## src/rtl/alu_arb_pkg.sv

```systemverilog
// Shared definitions for the ALU arbiter slice.
//   - Arbiter state encoding (legacy-compatible constant encoding).
//   - ALU opcode constants understood by the shared ALU.
//   - Default operand/result width of the shared ALU.
package alu_arb_pkg;

  localparam int unsigned ALU_DATA_WIDTH = 32;

  // Arbiter states
  localparam logic [1:0] ARB   = 2'd0;
  localparam logic [1:0] LOCK0 = 2'd1;
  localparam logic [1:0] LOCK1 = 2'd2;

  // ALU opcodes
  localparam logic [4:0] ADD = 5'd0;
  localparam logic [4:0] SUB = 5'd1;
  localparam logic [4:0] AND = 5'd2;
  localparam logic [4:0] OR  = 5'd3;
  localparam logic [4:0] SLL = 5'd4;
  localparam logic [4:0] SRA = 5'd5;

endpackage

```

## src/rtl/alu_arb_grant.sv

```systemverilog
// Combinational grant decision for the ALU arbiter.
// Ports:
//   state      in  2  current arbiter state (ARB / LOCK0 / LOCK1)
//   lastGrant  in  1  requester that won the most recent transfer
//   valid0/1   in  1  requester valid flags
//   grant0/1   out 1  grant, already qualified with the matching valid
module alu_arb_grant
  import alu_arb_pkg::*;
(
  input  logic [1:0] state,
  input  logic       lastGrant,
  input  logic       valid0,
  input  logic       valid1,
  output logic       grant0,
  output logic       grant1
);

  always_comb begin
    grant0 = 1'b0;
    grant1 = 1'b0;
    case (state)
      LOCK0: grant0 = valid0;
      LOCK1: grant1 = valid1;
      default: begin
        // Tie goes to the requester that did not win last time.
        if (valid0 && valid1) begin
          grant0 = lastGrant;
          grant1 = !lastGrant;
        end else begin
          grant0 = valid0;
          grant1 = valid1;
        end
      end
    endcase
  end

endmodule

```

## src/rtl/alu_arbiter.sv

```systemverilog
// Shares one combinational ALU between the execute stage (requester 0) and
// the mult/div sequencer (requester 1). Round-robin per cycle with an
// optional per-requester lock; ALU outputs are registered and returned to
// the winner one cycle after the transfer.
// Ports:
//   clock, reset                 clock and synchronous active-high reset
//   reqN_valid/lock/opcode/shamt/opA/opB  requester op fields (N = 0, 1)
//   reqN_ready                   op accepted this cycle
//   alu_opA/opB/opcode/shamt     drive the ALU from the granted request
//   alu_result/ne/lt/ovf         ALU outputs
//   rsp_valid/id/result/ne/lt/ovf registered response to the winner
// Optional (macro ALU_ARB_STATS_EN):
//   stat_clear                   synchronous clear of the grant counters
//   stat_grant0/1                saturating per-requester grant counters
module alu_arbiter
  import alu_arb_pkg::*;
#(
  parameter int unsigned DATA_WIDTH = ALU_DATA_WIDTH
`ifdef ALU_ARB_STATS_EN
  , parameter int unsigned STAT_WIDTH = 16
`endif
) (
  input  logic                  clock,
  input  logic                  reset,
  input  logic                  req0_valid,
  input  logic                  req0_lock,
  input  logic [4:0]            req0_opcode,
  input  logic [4:0]            req0_shamt,
  input  logic [DATA_WIDTH-1:0] req0_opA,
  input  logic [DATA_WIDTH-1:0] req0_opB,
  output logic                  req0_ready,
  input  logic                  req1_valid,
  input  logic                  req1_lock,
  input  logic [4:0]            req1_opcode,
  input  logic [4:0]            req1_shamt,
  input  logic [DATA_WIDTH-1:0] req1_opA,
  input  logic [DATA_WIDTH-1:0] req1_opB,
  output logic                  req1_ready,
  output logic [DATA_WIDTH-1:0] alu_opA,
  output logic [DATA_WIDTH-1:0] alu_opB,
  output logic [4:0]            alu_opcode,
  output logic [4:0]            alu_shamt,
  input  logic [DATA_WIDTH-1:0] alu_result,
  input  logic                  alu_ne,
  input  logic                  alu_lt,
  input  logic                  alu_ovf,
  output logic                  rsp_valid,
  output logic                  rsp_id,
  output logic [DATA_WIDTH-1:0] rsp_result,
  output logic                  rsp_ne,
  output logic                  rsp_lt,
  output logic                  rsp_ovf
`ifdef ALU_ARB_STATS_EN
  , input  logic                  stat_clear,
  output logic [STAT_WIDTH-1:0] stat_grant0,
  output logic [STAT_WIDTH-1:0] stat_grant1
`endif
);

  logic [1:0] state;
  logic [1:0] stateNext;
  logic       lastGrant;
  logic       grant0;
  logic       grant1;
  logic       xfer;
  logic       winner;
  logic       winLock;

  alu_arb_grant grantLogic (
    .state    (state),
    .lastGrant(lastGrant),
    .valid0   (req0_valid),
    .valid1   (req1_valid),
    .grant0   (grant0),
    .grant1   (grant1)
  );

  assign req0_ready = grant0;
  assign req1_ready = grant1;
  assign xfer       = grant0 | grant1;
  assign winner     = grant1;
  assign winLock    = grant1 ? req1_lock : req0_lock;

  always_comb begin
    alu_opA    = '0;
    alu_opB    = '0;
    alu_opcode = '0;
    alu_shamt  = '0;
    if (grant0) begin
      alu_opA    = req0_opA;
      alu_opB    = req0_opB;
      alu_opcode = req0_opcode;
      alu_shamt  = req0_shamt;
    end else if (grant1) begin
      alu_opA    = req1_opA;
      alu_opB    = req1_opB;
      alu_opcode = req1_opcode;
      alu_shamt  = req1_shamt;
    end
  end

  // In a lock state only the owner can be granted, so winLock is the owner's.
  always_comb begin
    stateNext = state;
    case (state)
      ARB:          if (xfer && winLock)  stateNext = grant1 ? LOCK1 : LOCK0;
      LOCK0, LOCK1: if (xfer && !winLock) stateNext = ARB;
      default:      stateNext = ARB;
    endcase
  end

  always_ff @(posedge clock) begin
    if (reset) begin
      state      <= ARB;
      lastGrant  <= 1'b1;
      rsp_valid  <= 1'b0;
      rsp_id     <= 1'b0;
      rsp_result <= '0;
      rsp_ne     <= 1'b0;
      rsp_lt     <= 1'b0;
      rsp_ovf    <= 1'b0;
    end else begin
      state     <= stateNext;
      rsp_valid <= xfer;
      if (xfer) begin
        lastGrant  <= winner;
        rsp_id     <= winner;
        rsp_result <= alu_result;
        rsp_ne     <= alu_ne;
        rsp_lt     <= alu_lt;
        rsp_ovf    <= alu_ovf;
      end
    end
  end

`ifdef ALU_ARB_STATS_EN
  always_ff @(posedge clock) begin
    if (reset || stat_clear) begin
      stat_grant0 <= '0;
      stat_grant1 <= '0;
    end else begin
      if (grant0 && (stat_grant0 != '1)) stat_grant0 <= stat_grant0 + STAT_WIDTH'(1);
      if (grant1 && (stat_grant1 != '1)) stat_grant1 <= stat_grant1 + STAT_WIDTH'(1);
    end
  end
`endif

endmodule

```

## config.mk

```make
export PLATFORM = sky130hd
export DESIGN_NAME = alu_arbiter
export DESIGN_NICKNAME = d
export VERILOG_FILES = /design/src/rtl/alu_arb_pkg.sv /design/src/rtl/alu_arb_grant.sv /design/src/rtl/alu_arbiter.sv
export SDC_FILE = /design/constraint.sdc
export NUM_CORES = 1
export LEC_CHECK = 0
export CORE_AREA = 2 2 117 119
export DETAILED_ROUTE_END_ITERATION = 8
export DIE_AREA = 0 0 119 121
export PLACE_DENSITY = 0.69
export SYNTH_ARGS = -nofsm -noshare
export SYNTH_HDL_FRONTEND = slang
export SYNTH_SLANG_ARGS = --single-unit
```

## constraint.sdc

```tcl
create_clock -name clock -period 4.2 [get_ports clock]
set_input_delay 0.42 -clock clock [delete_from_list [all_inputs] [get_ports clock]]
set_output_delay 0.42 -clock clock [all_outputs]
set_load 0.1 [all_outputs]
```

Word level (Yosys, flattened, before mapping)
Index checks and enable logic that the tools add are counted.

storage, ports and cells
  logic and storage cells = 38
  output and inout port bits = 113
  register bits = 40

cells by class
  bitwise gates (word level) = 1
  equality and inequality tests = 4
  multiplexer cells = 17
  reduce and logical (&&, ||, !) cells = 8

operator list
  operator                                                          count
  32-bit two-way mux                                                4
  5-bit two-way mux                                                 4
  2-bit two-way mux                                                 3
  2-bit != test (second input constant)                             2
  1-bit case mux with 2 select lines                                2
  2-bit case mux with 2 select lines                                1
  1-bit logical AND                                                 3
  1-bit two-way mux                                                 3
  2-bit by 1-bit == test with 1-bit output (second input constant)  1
  2-bit == test (second input constant)                             1
  1-bit zero test                                                   2
  2-bit zero test                                                   1
  2-bit AND reduction                                               1
  2-bit OR reduction                                                1
  1-bit bitwise OR                                                  1

Longest topological paths before layout
  depth after elaboration = 8
  mapped depth = 8
  gate-level depth less buffers = 7

Cells and area by module
From an unflattened synthesis, not the netlist that was laid out.

second synthesis, totals
  cell total of the unflattened synthesis = 282
  area, all modules = 2244.7 µm²

modules (own cells, without submodules)
  module         seq. area each (µm²)  area an instance (µm²)  cells each  instances
  alu_arbiter    800.8                 2185.8                  273         1
  alu_arb_grant  0.0                   58.8                    9           1

Worst setup path before layout
OpenSTA, ideal clock, no wires.

  path kind = reg2out
  start point = register state[0]
  end point = output port alu_opA[22]
  data arrival time = 3.022 ns
  setup slack = 0.758 ns
  buffers on the path = 1
  stages on the path, launching flop included = 7
  cells stage by stage = dfxtp_1 > inv_1 > ha_1 > nand2b_1 > o221a_2 > clkbuf_1 > a22o_1

between the ends
  elaborated cells between the ends (all ways) = 6

RTL lines
  element                                                                    RTL line             source
  start: declaration                                                         alu_arbiter.sv:60    logic [1:0] state;
  start signal: assignment                                                   alu_arbiter.sv:123   state <= stateNext;
  2-bit == test or 2-bit by 1-bit == test with 1-bit output (tied branches)  alu_arb_grant.sv:21  case (state)
  1-bit case mux with 2 select lines *                                       alu_arb_grant.sv:21
  named net req0_ready                                                       alu_arbiter.sv:31    output logic req0_ready,
  32-bit two-way mux *                                                       alu_arbiter.sv:89    if (grant0) begin
  end: declaration                                                           alu_arbiter.sv:39    output logic [DATA_WIDTH-1:0] alu_opA,

Mark *: on every way through the listed nets, which the timed path passes. The rest lies on a longest branch.

Worst setup path in the final report
  start point = register state[1]
  end point = output port alu_opB[8]

between the ends
  longest elaborated chain between the ends = 4
  elaborated cells between the ends (all ways) = 6

ends and longest elaborated chain
  element                                                                    RTL line             source
  2-bit == test or 2-bit by 1-bit == test with 1-bit output (tied branches)  alu_arb_grant.sv:21
  1-bit case mux with 2 select lines                                         alu_arb_grant.sv:21
  32-bit two-way mux                                                         alu_arbiter.sv:94    end else if (grant1) begin
  32-bit two-way mux *                                                       alu_arbiter.sv:89
  end: declaration                                                           alu_arbiter.sv:40    output logic [DATA_WIDTH-1:0] alu_opB,

Every way passes the cells marked *; elsewhere a longest branch is shown, timed or not.

==> flow_summary.toml <==
[power_and_ir_drop]
swShare_pct = 56.19
power_switching_w = 0.001825
power.leakage_nw = 2.421
p_per_area_mw_per_mm2 = 534.8
p_seq_share_pct = 14.0
irDropWorstVdd_v = 0.0003351
power_frac_clock_pct = 11.9
power_frac_comb_pct = 74.2
p_int_w = 0.001423

[sta]
max-slew-margin-rel_pct = 12.70
max_freq_ghz = 0.3030
fin_crit_ns = 3.301
worst_slew_pin_slew_ns = 1.309
tns_ns = 0
setup_viol = 0
min_period_over_period_pct = 78.58
hold_viol = 0
rsz0062_at_grt = "false"
clock_skew_ns = 0.005476
slew_violations = 0

[worst_setup_path]
cp_max_fo = 59
crit_path_cell_trace = "inv_1, ha_1, nand2b_1, o221a_2, buf_4, a22o_1, buf_4"
cp_num_buf_inv = 3
crit_path_frequent_cell = "buf_4"
arrival_ns = 2.88
start_kind = "flop"
crit_type = "reg2out"
cpPeakStageDelay_ns = 0.57
end_kind = "primary output"
slowest_stage = "buf_4"
path_delay_family = "buffers and inverters"
cp_data_required_time_ns = 3.78

[clock_network]
ctsHtreeMaxLevel = 2
cts_sinks = 40
cts_tree = "done"
clk_latency_ns = 0.28
clk_pin_slew_worst_paths_ns = 0.06
cts_setup_buffers = 0
clockBufferDepth = 2
cts_buffers = 5
hold_buffers = 0
root_buffer = "clkbuf_16"
post_cts_resized = 0

[hold_path]
min_path_type = "reg2reg"

[global_route]
grt_pass1_wl_mm = 21.12
antenna_found_initial = 4
gr-usage-all-layers_pct = 19.38
grt_overflow_total = 0
grt_max_degree = 75
grt_pass1_vias = 3420

[routing]
drt_iter0_markers = 304
firstDrtPassIters = 4
vias_per_cell = 4.536
routed_wirelength_mm = 14.86
num_vias = 3411
postRouteAntennaNets = 0
wl_per_cell_um = 19.76
post-route-drc-count = 0

[placement]
hpwlAfterDp_mm = 12.71
placed_cell_area_mm2 = 0.005909
gp_congestion = 0.9306
io_buffers = 301

[yosys]
yosysSeqAreaShare_pct = 34.84
synth.distinct_cells = 27
syn_nets = 479
ys_ff_latch = 40
synth_area_mm2 = 0.002298
syn_inst = 287
synth_warnings = 0
syn_avg_cell_area_um2 = 8.009

[die]
die_w_um = 119
fp.dieH_um = 121
initial_core_util_pct = 17.57
rows = 42
ioPinCount = 302
die_area_mm2 = 0.01440
coreArea_mm2 = 0.01309

[outcome]
status = "finished clean"

[layout]
drive_gt1_share_pct = 15.76
nets = 762
mostFrequentLayoutCells = "225 x clkdlybuf4s50_1, 75 x nand2_1, 74 x a22o_1, 54 x buf_12, 40 x dfxtp_1"
final_area_mm2 = 0.006072
fillers = 1231
final_common_cell = "clkdlybuf4s50_1"
area_growth_pct = 164.2

[run]
maxCapViolCount = 0
[synth_stat cells]
| cell | n | share of area, % |
|---|---|---|
| inv_1 | 5 | 0.82 |
| o311ai_1 | 1 | 0.38 |
| nand3b_4 | 1 | 0.87 |
| nand3_1 | 1 | 0.22 |
| o21bai_2 | 1 | 0.49 |
| a311o_1 | 1 | 0.44 |
| o21ai_0 | 1 | 0.22 |
| o211ai_1 | 2 | 0.65 |
| dfxtp_1 | 40 | 35 |
| o221a_2 | 1 | 0.49 |
| and2_1 | 2 | 0.54 |
| buf_1 | 4 | 0.65 |
| a22oi_1 | 1 | 0.33 |
| a32o_1 | 1 | 0.44 |
| or4b_1 | 2 | 0.87 |
| buf_2 | 8 | 1.7 |
| a31oi_1 | 1 | 0.27 |
| buf_4 | 6 | 2.0 |
| nand2_1 | 75 | 12 |
| clkbuf_1 | 10 | 1.6 |
| o311ai_0 | 1 | 0.38 |
| nor2_1 | 5 | 0.82 |
| a22o_1 | 74 | 28 |
| nand2b_1 | 2 | 0.54 |
| ha_1 | 3 | 1.6 |
| nand4_1 | 1 | 0.27 |
| a21oi_1 | 37 | 8.1 |
[power groups by stage]
stage               combinational [W]  clock, W  sequential, W
finish                        0.00241  0.000386       0.000453
global route                  0.00248  0.000413       0.000459
CTS                           0.00242  0.000397       0.000454
detailed placement            0.00241         0       0.000461
global placement              0.00240         0       0.000458
floorplan                     0.00129         0       0.000772
[final cells by class]
cell class | instances | area, um2 | share of cell area, %
diodes | 5 | 12.51 | 0.2061
clock buffers | 7 | 142.6 | 2.349
clock inverters | 1 | 7.507 | 0.1236
inverters | 5 | 18.77 | 0.3091
multi-input cells | 214 | 1349 | 22.21
flip-flops and latches | 40 | 800.8 | 13.19
well taps | 176 | 220.2 | 3.627
repair buffers | 304 | 3521 | 57.98
[final timing paths]
check	from	end	slack, ns	depth (start not counted)
hold / removal	rsp_result[13]$_SDFFE_PP0P_	rsp_result[13]$_SDFFE_PP0P_	0.45	2
setup / recovery	state[1]$_SDFFE_PP0P_	alu_opB[8]	0.90	7
setup reg to reg	state[1]$_SDFFE_PP0P_	rsp_result[12]$_SDFFE_PP0P_	1.70	6
hold reg to reg	rsp_result[13]$_SDFFE_PP0P_	rsp_result[13]$_SDFFE_PP0P_	0.45	2
[tightest hold or removal path, delay by kind of cell, from the launching register on]
family             cells  cell delay, ns
AOI/OAI and AO/OA      1            0.05
DFF                    1            0.30
and+or+nand+nor        1            0.05
[registers in the layout, indices dropped and copies added (netlist names)]
name / flops
rsp_ne: 1
rsp_ovf: 1
rsp_lt: 1
rsp_id: 1
lastGrant: 1
rsp_result: 32
rsp_valid: 1
state: 2
[routing by layer]
layer	share of wire (%)	track usage [%]
met5	0	0
met4	1.3	6.920
met3	9.2	5.968
met2	50	31.93
met1	39	23.86
[stage by stage]
step / hold slack (ns) / total power [W] / setup slack [ns] / util (%) / cells
2_1_floorplan: 0.4749 / 0.002062 / 0.7583 / - / 287
3_5_place_dp: 0.4424 / 0.002874 / 1.077 / 45.16 / 739
4_1_cts: 0.4502 / 0.003267 / 0.9148 / 46.31 / 747
3_3_place_gp: 0.4374 / 0.002854 / 1.192 / 45.16 / 739
6_report: 0.4472 / 0.003247 / 0.8995 / 46.40 / 752
5_1_grt: 0.4629 / 0.003349 / 0.7272 / 46.39 / 751
[kinds of logic after synthesis]
kind of cell | share of synthesized area (%)
AOI/OAI and AO/OA | 40.34
adders and majority gates | 1.633
buffers and inverters | 6.805
DFF | 34.84
and+or+nand+nor | 16.39
No activity file was read; power rests on OpenSTA's default activity.
